`config.mk`:
```
export PLATFORM = sky130hd
export DESIGN_NAME = disp_vramrd_flat
export DESIGN_NICKNAME = d
export VERILOG_FILES = /design/src/rtl/disp_vramrd_if.sv /design/src/rtl/disp_vramrd.sv /design/src/flat_wrapper.sv
export SDC_FILE = /design/constraint.sdc
export NUM_CORES = 1
export LEC_CHECK = 0
export CORE_MARGIN = 1
export CORE_UTILIZATION = 43
export DETAILED_ROUTE_END_ITERATION = 10
export MAX_ROUTING_LAYER = met4
export PLACE_DENSITY_LB_ADDON = 0.1
export SLEW_MARGIN = 30
export SYNTH_ARGS = -nofsm -noshare
export SYNTH_HDL_FRONTEND = slang
export SYNTH_SLANG_ARGS = --single-unit
```
`constraint.sdc`:
```
create_clock -name ACLK -period 3.3 [get_ports ACLK]
set_input_delay 0.66 -clock ACLK [delete_from_list [all_inputs] [get_ports ACLK]]
set_output_delay 0.66 -clock ACLK [all_outputs]
set_load 0.01 [all_outputs]
```
`src/rtl/disp_vramrd_if.sv`:
```
// AXI read-address/read-data channels plus the line-FIFO write port of the display VRAM reader.
// master = the reader (drives AR/RREADY/FIFO write); slave = memory and FIFO side.
interface disp_vramrd_if;
    logic [31:0] ARADDR;
    logic [7:0]  ARLEN;
    logic        ARVALID;
    logic        ARREADY;
    logic [31:0] RDATA;
    logic [1:0]  RRESP;
    logic        RLAST;
    logic        RVALID;
    logic        RREADY;
    logic        FIFOWR;
    logic [31:0] FIFOIN;
    logic        FIFOAFULL;

    modport master (
        output ARADDR, ARLEN, ARVALID, RREADY, FIFOWR, FIFOIN,
        input  ARREADY, RDATA, RRESP, RLAST, RVALID, FIFOAFULL
    );

    modport slave (
        input  ARADDR, ARLEN, ARVALID, RREADY, FIFOWR, FIFOIN,
        output ARREADY, RDATA, RRESP, RLAST, RVALID, FIFOAFULL
    );
endinterface

```
`src/rtl/disp_vramrd.sv`:
```
// Display VRAM reader: fetches one frame as AXI bursts into the line FIFO (optional RRESP check: DISP_VRAMRD_RESPCHK_EN).
// Latency: AR issued two cycles after an accepted VSTART when the FIFO has room; read beats pass to FIFOWR/FIFOIN with zero latency.
// Backpressure: FIFOAFULL holds off the next burst in WAITFIFO only; AR waits on ARREADY; beats accepted only when RVALID.
module disp_vramrd #(
    parameter int BURSTLEN    = 16,
    parameter int FRAMEBURSTS = 9600
) (
    input  logic          ACLK,
    input  logic          ARESETN,
    input  logic          VSTART,
    input  logic          DISPON,
    input  logic [31:0]   VRAMADR,
    output logic          BUSY,
    output logic          RERR,
    disp_vramrd_if.master bus
);
    localparam int          CNTW      = $clog2(FRAMEBURSTS + 1);
    localparam logic [31:0] ADR_STEP  = 32'(BURSTLEN * 4);
    localparam logic [7:0]  ARLEN_VAL = 8'(BURSTLEN - 1);

    typedef enum logic [1:0] {IDLE, WAITFIFO, ADDR, DATA} state_t;

    state_t          state;
    state_t          state_nxt;
    logic [31:0]     cur_adr;
    logic [CNTW-1:0] burst_cnt;
    logic [CNTW-1:0] burst_cnt_inc;
    logic            start;
    logic            beat;
    logic            last_beat;
    logic            frame_done;

    // beat is derived from state rather than RREADY to keep the output block acyclic
    assign start         = (state == IDLE) && VSTART && DISPON;
    assign beat          = (state == DATA) && bus.RVALID;
    assign last_beat     = beat && bus.RLAST;
    assign burst_cnt_inc = burst_cnt + 1'b1;
    assign frame_done    = (burst_cnt_inc == CNTW'(FRAMEBURSTS));

    always_ff @(posedge ACLK or negedge ARESETN) begin
        if (!ARESETN) begin
            state     <= IDLE;
            cur_adr   <= '0;
            burst_cnt <= '0;
        end else begin
            state <= state_nxt;
            if (start) begin
                cur_adr   <= {VRAMADR[31:6], 6'b0};
                burst_cnt <= '0;
            end else if (last_beat) begin
                cur_adr   <= cur_adr + ADR_STEP;
                burst_cnt <= burst_cnt_inc;
            end
        end
    end

    always_comb begin
        state_nxt   = state;
        bus.ARVALID = 1'b0;
        bus.ARLEN   = '0;
        bus.RREADY  = 1'b0;
        case (state)
            IDLE:     if (start) state_nxt = WAITFIFO;
            WAITFIFO: if (!bus.FIFOAFULL) state_nxt = ADDR;
            ADDR: begin
                bus.ARVALID = 1'b1;
                bus.ARLEN   = ARLEN_VAL;
                if (bus.ARREADY) state_nxt = DATA;
            end
            DATA: begin
                bus.RREADY = 1'b1;
                if (last_beat) state_nxt = frame_done ? IDLE : WAITFIFO;
            end
            default:  state_nxt = IDLE;
        endcase
    end

    assign bus.ARADDR = cur_adr;
    assign bus.FIFOWR = beat;
    assign bus.FIFOIN = beat ? bus.RDATA : '0;
    assign BUSY       = (state != IDLE);

`ifdef DISP_VRAMRD_RESPCHK_EN
    logic rerr_q;

    // sticky per frame: only a new accepted frame start clears it
    always_ff @(posedge ACLK or negedge ARESETN) begin
        if (!ARESETN) begin
            rerr_q <= 1'b0;
        end else if (start) begin
            rerr_q <= 1'b0;
        end else if (beat && (bus.RRESP != 2'b00)) begin
            rerr_q <= 1'b1;
        end
    end

    assign RERR = rerr_q;
`else
    logic unused_rresp;
    assign unused_rresp = ^bus.RRESP;
    assign RERR         = 1'b0;
`endif

    logic unused_adr_lsb;
    assign unused_adr_lsb = ^VRAMADR[5:0];
endmodule
```
`src/flat_wrapper.sv`:
```
// flat-port wrapper written by rule: the top's interface ports become plain ports
module disp_vramrd_flat 
#(
    parameter int BURSTLEN    = 16,
    parameter int FRAMEBURSTS = 9600
)
  (ACLK, ARESETN, VSTART, DISPON, VRAMADR, BUSY, RERR, bus_ARADDR, bus_ARLEN, bus_ARVALID, bus_RREADY, bus_FIFOWR, bus_FIFOIN, bus_ARREADY, bus_RDATA, bus_RRESP, bus_RLAST, bus_RVALID, bus_FIFOAFULL);
  disp_vramrd_if bus_i ();
  input  logic ACLK;
  input  logic ARESETN;
  input  logic VSTART;
  input  logic DISPON;
  input  logic [31:0] VRAMADR;
  output logic BUSY;
  output logic RERR;
  output wire logic [$bits(bus_i.ARADDR)-1:0] bus_ARADDR;
  output wire logic [$bits(bus_i.ARLEN)-1:0] bus_ARLEN;
  output wire logic [$bits(bus_i.ARVALID)-1:0] bus_ARVALID;
  output wire logic [$bits(bus_i.RREADY)-1:0] bus_RREADY;
  output wire logic [$bits(bus_i.FIFOWR)-1:0] bus_FIFOWR;
  output wire logic [$bits(bus_i.FIFOIN)-1:0] bus_FIFOIN;
  input wire logic [$bits(bus_i.ARREADY)-1:0] bus_ARREADY;
  input wire logic [$bits(bus_i.RDATA)-1:0] bus_RDATA;
  input wire logic [$bits(bus_i.RRESP)-1:0] bus_RRESP;
  input wire logic [$bits(bus_i.RLAST)-1:0] bus_RLAST;
  input wire logic [$bits(bus_i.RVALID)-1:0] bus_RVALID;
  input wire logic [$bits(bus_i.FIFOAFULL)-1:0] bus_FIFOAFULL;
  assign bus_ARADDR = bus_i.ARADDR;
  assign bus_ARLEN = bus_i.ARLEN;
  assign bus_ARVALID = bus_i.ARVALID;
  assign bus_RREADY = bus_i.RREADY;
  assign bus_FIFOWR = bus_i.FIFOWR;
  assign bus_FIFOIN = bus_i.FIFOIN;
  assign bus_i.ARREADY = bus_ARREADY;
  assign bus_i.RDATA = bus_RDATA;
  assign bus_i.RRESP = bus_RRESP;
  assign bus_i.RLAST = bus_RLAST;
  assign bus_i.RVALID = bus_RVALID;
  assign bus_i.FIFOAFULL = bus_FIFOAFULL;
  disp_vramrd #(.BURSTLEN(BURSTLEN), .FRAMEBURSTS(FRAMEBURSTS)) u_core (.ACLK(ACLK), .ARESETN(ARESETN), .VSTART(VSTART), .DISPON(DISPON), .VRAMADR(VRAMADR), .BUSY(BUSY), .RERR(RERR), .bus(bus_i));
endmodule
```
==> Implementation_results.wiki, run 1 <==
{| class="wikitable"
! Metric !! Value
|-
| Crit path launch type || flip-flop
|-
| Ranking of synthesized cells by instance count || 42 x dfrtp_1, 42 x nand2_1, 39 x and3_1
|-
| CP cell instances || ha_1 > buf_4 > and3_1 > clkdlybuf4s50_1
|-
| Run status || finished clean
|-
| Final HPWL DP || 5880 microns
|-
| Final wirelength || 7650 microns
|-
| Share of total power in combinational logic || 49.6%
|-
| Boundary pin count || 151
|-
| Largest net degree at the start of global routing || 43
|-
| NetSw || 0.990 mW
|-
| Count of final setup violators || 0
|-
| TNS Setup || 0 ns
|-
| Total power consumption of the routed design || 2.66 mW
|-
| Syn avg cell area || 8.64 sq um
|-
| Worst Setup Path Type || flip-flop to primary output
|-
| Source-to-sink clock delay at the later pin of the worst-skew pair || 0.29 ns
|-
| Post-CTS Setup Inserts || 0
|-
| DR iter-0 viols || 127
|-
| Number of buffers on the longest clock path || 2
|-
| Count of cell types in the netlist || 43
|-
| Initial Util || 44.5%
|-
| Pre-CTS setup slack || 0.452 ns
|-
| Fraction of synthesized cell area taken by the top area cell type || 37.4%
|-
| HP Class || primary input to async pin
|-
| Clock Pin Slew Worst Setup and Hold Paths || 0.08 ns
|-
| Number of rows in the core area || 29
|-
| Via count of the first global-routing pass || 2,466
|-
| Fin worst setup slack || 0.266 ns
|-
| Required arrival time at the worst endpoint || 2.64 ns
|-
| Biggest cell delay along the critical path || 0.66 ns
|-
| Internal || 1.67 mW
|-
| Share of final-layout standard cells stronger than drive strength 1 || 5.37%
|-
| Fin. Hold Viols || 0
|-
| Register bit total from synthesis || 42
|-
| Total clock buffers created by CTS || 5
|-
| CTS tree || done
|-
| Reg-to-reg critical path endpoint || u_core.bus.ARADDR[26]$_DFFE_PN0P_
|-
| RD Place Congestion || 0.839
|-
| Via-to-Cell Ratio || 5.12
|-
| Clock net sink count || 42
|-
| # hold bufs at CTS || 0
|-
| Cell taking the most area after synthesis || dfrtp_1
|-
| Most common flop cell mapped by yosys || dfrtp_1
|-
| Core region area || 6310 sq um
|-
| Cell leakage power || 1.80 nW
|-
| Proportion of register bits with asynchronous set or reset after synthesis || 100%
|-
| Worst-case vdd ir drop || 443 uV
|-
| # nets final || 527
|-
| Initial antenna violation count || 0
|-
| Remaining global-route overflow || 0
|-
| Vias post-DR || 2,683
|-
| Fraction of the yosys area taken by sequential cells || 37.4%
|-
| Number of levels the H-tree was split into || 2
|-
| Critical path arrival || 2.37 ns
|-
| Cell with the largest stage delay on the worst path || ha_1
|-
| Highest achievable clock rate || 330 MHz
|-
| Largest clock skew in the final design || 0.00838 ns
|-
| DRC violation count after routing || 0
|-
| Wire length of the first global-routing pass || 12,800 microns
|-
| Die ar. || 6860 sq um
|-
| Count of cell instances traversed by the critical path || 4
|-
| CP bufs+invs || 2
|-
| Antenna cell count || 0
|-
| Dominant delay contributor by cell family on the critical path || buffers and inverters
|-
| DRT antenna net count || 0
|-
| Gate Count Post-Synth || 325
|-
| Areal power density over the cells || 634 nW/um^2
|-
| Setup repair after global routing missed its margin || false
|-
| Number of iterations in the first detailed-routing pass || 4
|-
| Yosys warning total || 0
|-
| Startpoint of the lowest-slack register-to-register path || u_core.state[0]$_DFFE_PN0P_
|-
| Synth top area cells || dfrtp_1 37%, xor2_1 8.7%, and3_1 8.7%
|-
| Capturing element type of the critical path || primary output
|-
| Reg2Reg Setup Slack || 0.72 ns
|-
| Sequential share of power || 35.4%
|-
| Minimum clock period after layout || 3.03 ns
|-
| Port Buffers || 131
|-
| CTS resizes || 0
|-
| Highest net fanout along the worst path || 33
|-
| Slew HR || 49.6%
|-
| Transition time at the pin with the least slew margin || 0.751 ns
|-
| Detailed-route wire length per cell || 14.6 microns
|-
| Count of flip-flops with a built-in enable after synthesis || 0
|-
| Horizontal extent of the die || 82.8 microns
|-
| Pins Over Slew Limit || 0
|-
| Max cap viols || 0
|-
| Cell Area, Synth || 2810 sq um
|-
| Total global routing track utilization || 23.8%
|-
| Clock Root Buffer || clkbuf_8
|-
| Number of cell instances on the worst register-to-register path || 7
|-
| Y dimension of the die || 82.8 microns
|-
| Switching part of the total power || 37.2%
|-
| Clock network fraction of total power || 15.0%
|-
| Area delta synth->final || 49.6%
|-
| Post-route clock period utilization || 91.9%
|}
how the worst max path moves through the flow:
stage                                     start              to  slack, ns
finish              u_core.state[0]$_DFFE_PN0P_  bus_FIFOIN[30]       0.27
global route        u_core.state[0]$_DFFE_PN0P_  bus_FIFOIN[30]       0.08
CTS                 u_core.state[0]$_DFFE_PN0P_  bus_FIFOIN[30]       0.25
detailed placement                   bus_RVALID  bus_FIFOIN[22]       0.45
global placement                     bus_RVALID  bus_FIFOIN[22]       0.44
floorplan           u_core.state[0]$_DFFE_PN0P_  bus_FIFOIN[10]       1.34
layout make-up:
cell class                 count  area [sq um]
clock inverter                 1          30.0
timing repair buffer         136          1350
multi-input combinational    255          1580
tap                           77          96.3
clock buffer                   7          76.3
inverter                       6          22.5
sequential                    42          1050
fill                         547          2110
power groups by stage:
stage	sequential, mW	clock [mW]	combinational [mW]
6_report	0.943	0.400	1.32
5_1_grt	0.976	0.435	1.45
4_1_cts	0.944	0.409	1.34
3_5_place_dp	0.952	0	1.33
3_3_place_gp	0.943	0	1.31
2_1_floorplan	0.987	0	0.596
registers in the layout, summed over array words and instances (netlist names):
register           flops
u_core.burst_cnt      14
u_core.state           2
u_core.bus.ARADDR     26
per-stage QoR:
stage	std cells	instance area (sq um)	utilization (%)	hold WS (ns)
after detailed placement	516	4090	64.8	0.547
after global routing	524	4200	66.5	0.386
final	524	4200	66.5	0.339
after global placement	516	4090	64.8	0.539
after floorplan	335	2850	-	0.364
after CTS	524	4200	66.5	0.541
layout by cell type (no fill, tap or decap), types with 4 or more instances in the layout:
cell / count
conb_1: 11
buf_4: 6
xor2_1: 28
dfrtp_1: 42
o21ai_1: 4
and2_1: 4
clkdlybuf4s50_1: 130
ha_1: 7
a21oi_1: 9
nand3_1: 16
nor4_1: 4
nor2_1: 24
inv_1: 6
nand4_1: 8
nand2_1: 42
o21ai_0: 21
clkbuf_8: 5
xnor2_1: 10
and3_1: 39
logic make-up (layout without fill, tap and decap cells):
group / count (synthesis) / in the layout / share of synthesized area, %
simple gates: 158 / 158 / 31.4
flops: 42 / 42 / 37.4
compound gates: 40 / 40 / 7.67
xor+xnor: 38 / 38 / 11.9
buf+inv: 38 / 150 / 8.02
fa+ha+maj: 7 / 7 / 3.12
other cells: 1 / 11 / 0.134
mux: 1 / 1 / 0.401
metal layers:
| layer | vias up | routed length (microns) | GRT usage [%] |
|---|---|---|---|
| met3 | 4 | 439 | 4.87 |
| met1 | 1247 | 3280 | 30.7 |
| met2 | 98 | 3900 | 39.3 |
| li1 | 1334 | - | - |
| met4 | 0 | 38 | 3.92 |
| met5 | - | 0 | - |
No activity file was read; power rests on OpenSTA's default activity.
==> run 2: changes to the inputs <==
- REMOVE_ABC_BUFFERS: not set -> 1
==> run 2 against run 1 <==
Critical path depth stayed put. Setup slack better by 0.21 ns. Critical endpoint is now bus_FIFOIN[29]. Largest cell class unchanged. Largest power group unchanged. Wire length is 1.7% lower. Register-to-register slack better by 0.29 ns. Via count is 1.4% lower. Highest routed layer unchanged.
==> Implementation_results.wiki, run 2 (synthesized netlist as in run 1, its figures left out) <==
{| class="wikitable"
! Metric !! Value
|-
| Minimum clock period after layout || 2.82 ns
|-
| Max FFs per register || 26
|-
| Clock Root Buffer || clkbuf_8
|-
| CTS resizes || 0
|-
| DRT antenna net count || 0
|-
| Max cap viols || 0
|-
| Worst Setup Path Type || primary input to primary output
|-
| CTS tree || done
|-
| DR iter-0 viols || 124
|-
| Initial antenna violation count || 0
|-
| Pins Over Slew Limit || 0
|-
| Number of buffers on the longest clock path || 2
|-
| Die ar. || 6860 sq um
|-
| Slew HR || 50.5%
|-
| Highest achievable clock rate || 354 MHz
|-
| Critical path arrival || 2.16 ns
|-
| RD Place Congestion || 0.817
|-
| # hold bufs at CTS || 0
|-
| Count of final setup violators || 0
|-
| Number of iterations in the first detailed-routing pass || 4
|-
| Y dimension of the die || 82.8 microns
|-
| Core region area || 6310 sq um
|-
| HP Class || primary input to async pin
|-
| Final HPWL DP || 5730 microns
|-
| Final wirelength || 7520 microns
|-
| Cell total after placement || 514
|-
| Largest net degree at the start of global routing || 55
|-
| Antenna cell count || 0
|-
| Worst-case vdd ir drop || 500 uV
|-
| # nets final || 525
|-
| Via count of the first global-routing pass || 2,472
|-
| Fin. Hold Viols || 0
|-
| Total global routing track utilization || 23.0%
|-
| Via-to-Cell Ratio || 5.07
|-
| Clock Pin Slew Worst Setup and Hold Paths || 0.09 ns
|-
| Total clock buffers created by CTS || 5
|-
| Horizontal extent of the die || 82.8 microns
|-
| Remaining global-route overflow || 0
|-
| Total power consumption of the routed design || 2.61 mW
|-
| Boundary pin count || 151
|-
| Run status || finished clean
|-
| Vias post-DR || 2,646
|-
| Required arrival time at the worst endpoint || 2.64 ns
|-
| Number of rows in the core area || 29
|-
| Capturing element type of the critical path || primary output
|-
| Crit path launch type || primary input
|-
| Setup repair after global routing missed its margin || false
|-
| Cell leakage power || 1.78 nW
|-
| Clock net sink count || 42
|-
| Top library cells by usage in the layout, fill and taps aside || 130 x clkdlybuf4s50_1, 42 x nand2_1, 42 x dfrtp_1
|-
| Post-CTS Setup Inserts || 0
|-
| Highest net fanout along the worst path || 37
|-
| Detailed-route wire length per cell || 14.4 microns
|-
| Share of final-layout standard cells stronger than drive strength 1 || 5.62%
|-
| Largest clock skew in the final design || 0.0113 ns
|-
| Areal power density over the cells || 626 nW/um^2
|-
| DRC violation count after routing || 0
|-
| Post-route clock period utilization || 85.6%
|-
| TNS Setup || 0 ns
|-
| Number of levels the H-tree was split into || 2
|-
| Area delta synth->final || 48.7%
|-
| Count of placed standard cells in the final layout, fillers left out || 522
|-
| Port Buffers || 131
|-
| Source-to-sink clock delay at the later pin of the worst-skew pair || 0.30 ns
|-
| Transition time at the pin with the least slew margin || 0.737 ns
|-
| Initial Util || 44.5%
|-
| Wire length of the first global-routing pass || 12,400 microns
|-
| Commonest non-fill, non-tap cell in the layout || clkdlybuf4s50_1
|}
run 2: cell types whose count changed in the layout (fill, tap and decap cells not counted):
cell	before	now
clkbuf_8	5	6
ha_2	0	1
bufinv_16	1	0
ha_1	7	6
clkbuf_1	2	0
clkinv_2	0	1
clkinvlp_4	0	1
buf_4	6	4
run 2: worst max-delay path, cell delays in order:
cell             delay [ns]
clkdlybuf4s50_1        0.45
buf_4                  0.28
and3_1                 0.23
clkdlybuf4s50_1        0.54
run 2: layer usage:
layer,up-vias,share of wire (%),GRT usage (%),wire (microns)
li1,1326,-,-,-
met2,82,50,38.9,3780
met1,1224,44,28.1,3280
met4,0,1.3,5.80,96
met3,14,4.8,4.77,359
met5,-,0,-,0
run 2: power by group:
group	internal [mW]	switching, mW	total (mW)
logic	0.740	0.580	1.32
registers	0.701	0.241	0.943
clock network	0.168	0.183	0.352
run 2: final cells by class:
cell class / instances / area [sq um]
fillers: 560 / 2140
clock inverters: 2 / 12.5
well taps: 77 / 96.3
clock buffers: 6 / 82.6
flip-flops and latches: 42 / 1050
multi-input cells: 255 / 1580
inverters: 6 / 22.5
repair buffers: 134 / 1330
run 2: path summary, 6_finish.rpt:
kind                                                  from                                 to  slack [ns]  cells past startpoint
setup / recovery                                bus_RVALID                     bus_FIFOIN[29]        0.48                      4
hold / removal                                     ARESETN  u_core.bus.ARADDR[11]$_DFFE_PN0P_        0.33                      1
setup reg to reg               u_core.state[0]$_DFFE_PN0P_  u_core.bus.ARADDR[26]$_DFFE_PN0P_        1.01                      6
hold reg to reg            u_core.burst_cnt[1]$_DFFE_PN0P_    u_core.burst_cnt[1]$_DFFE_PN0P_        0.56                      2
max in group asynchronous                          ARESETN   u_core.burst_cnt[10]$_DFFE_PN0P_        2.59                      1
min in group ACLK          u_core.burst_cnt[1]$_DFFE_PN0P_    u_core.burst_cnt[1]$_DFFE_PN0P_        0.56                      2
run 2: stage by stage:
step	cell area, sq um	setup slack [ns]	utilization [%]	hold WS (ns)
2_1_floorplan	2640	0.507	-	0.364
3_3_place_gp	4080	0.470	64.5	0.544
3_5_place_dp	4080	0.455	64.5	0.545
4_1_cts	4170	0.162	66.1	0.530
5_1_grt	4180	0.383	66.1	0.364
6_report	4180	0.476	66.1	0.328
==> run 3: changes to the inputs <==
- CTS_CLUSTER_SIZE: not set -> 25
==> results of run 3 <==
Final layout, timing and power as in run 2 (identical DEF).
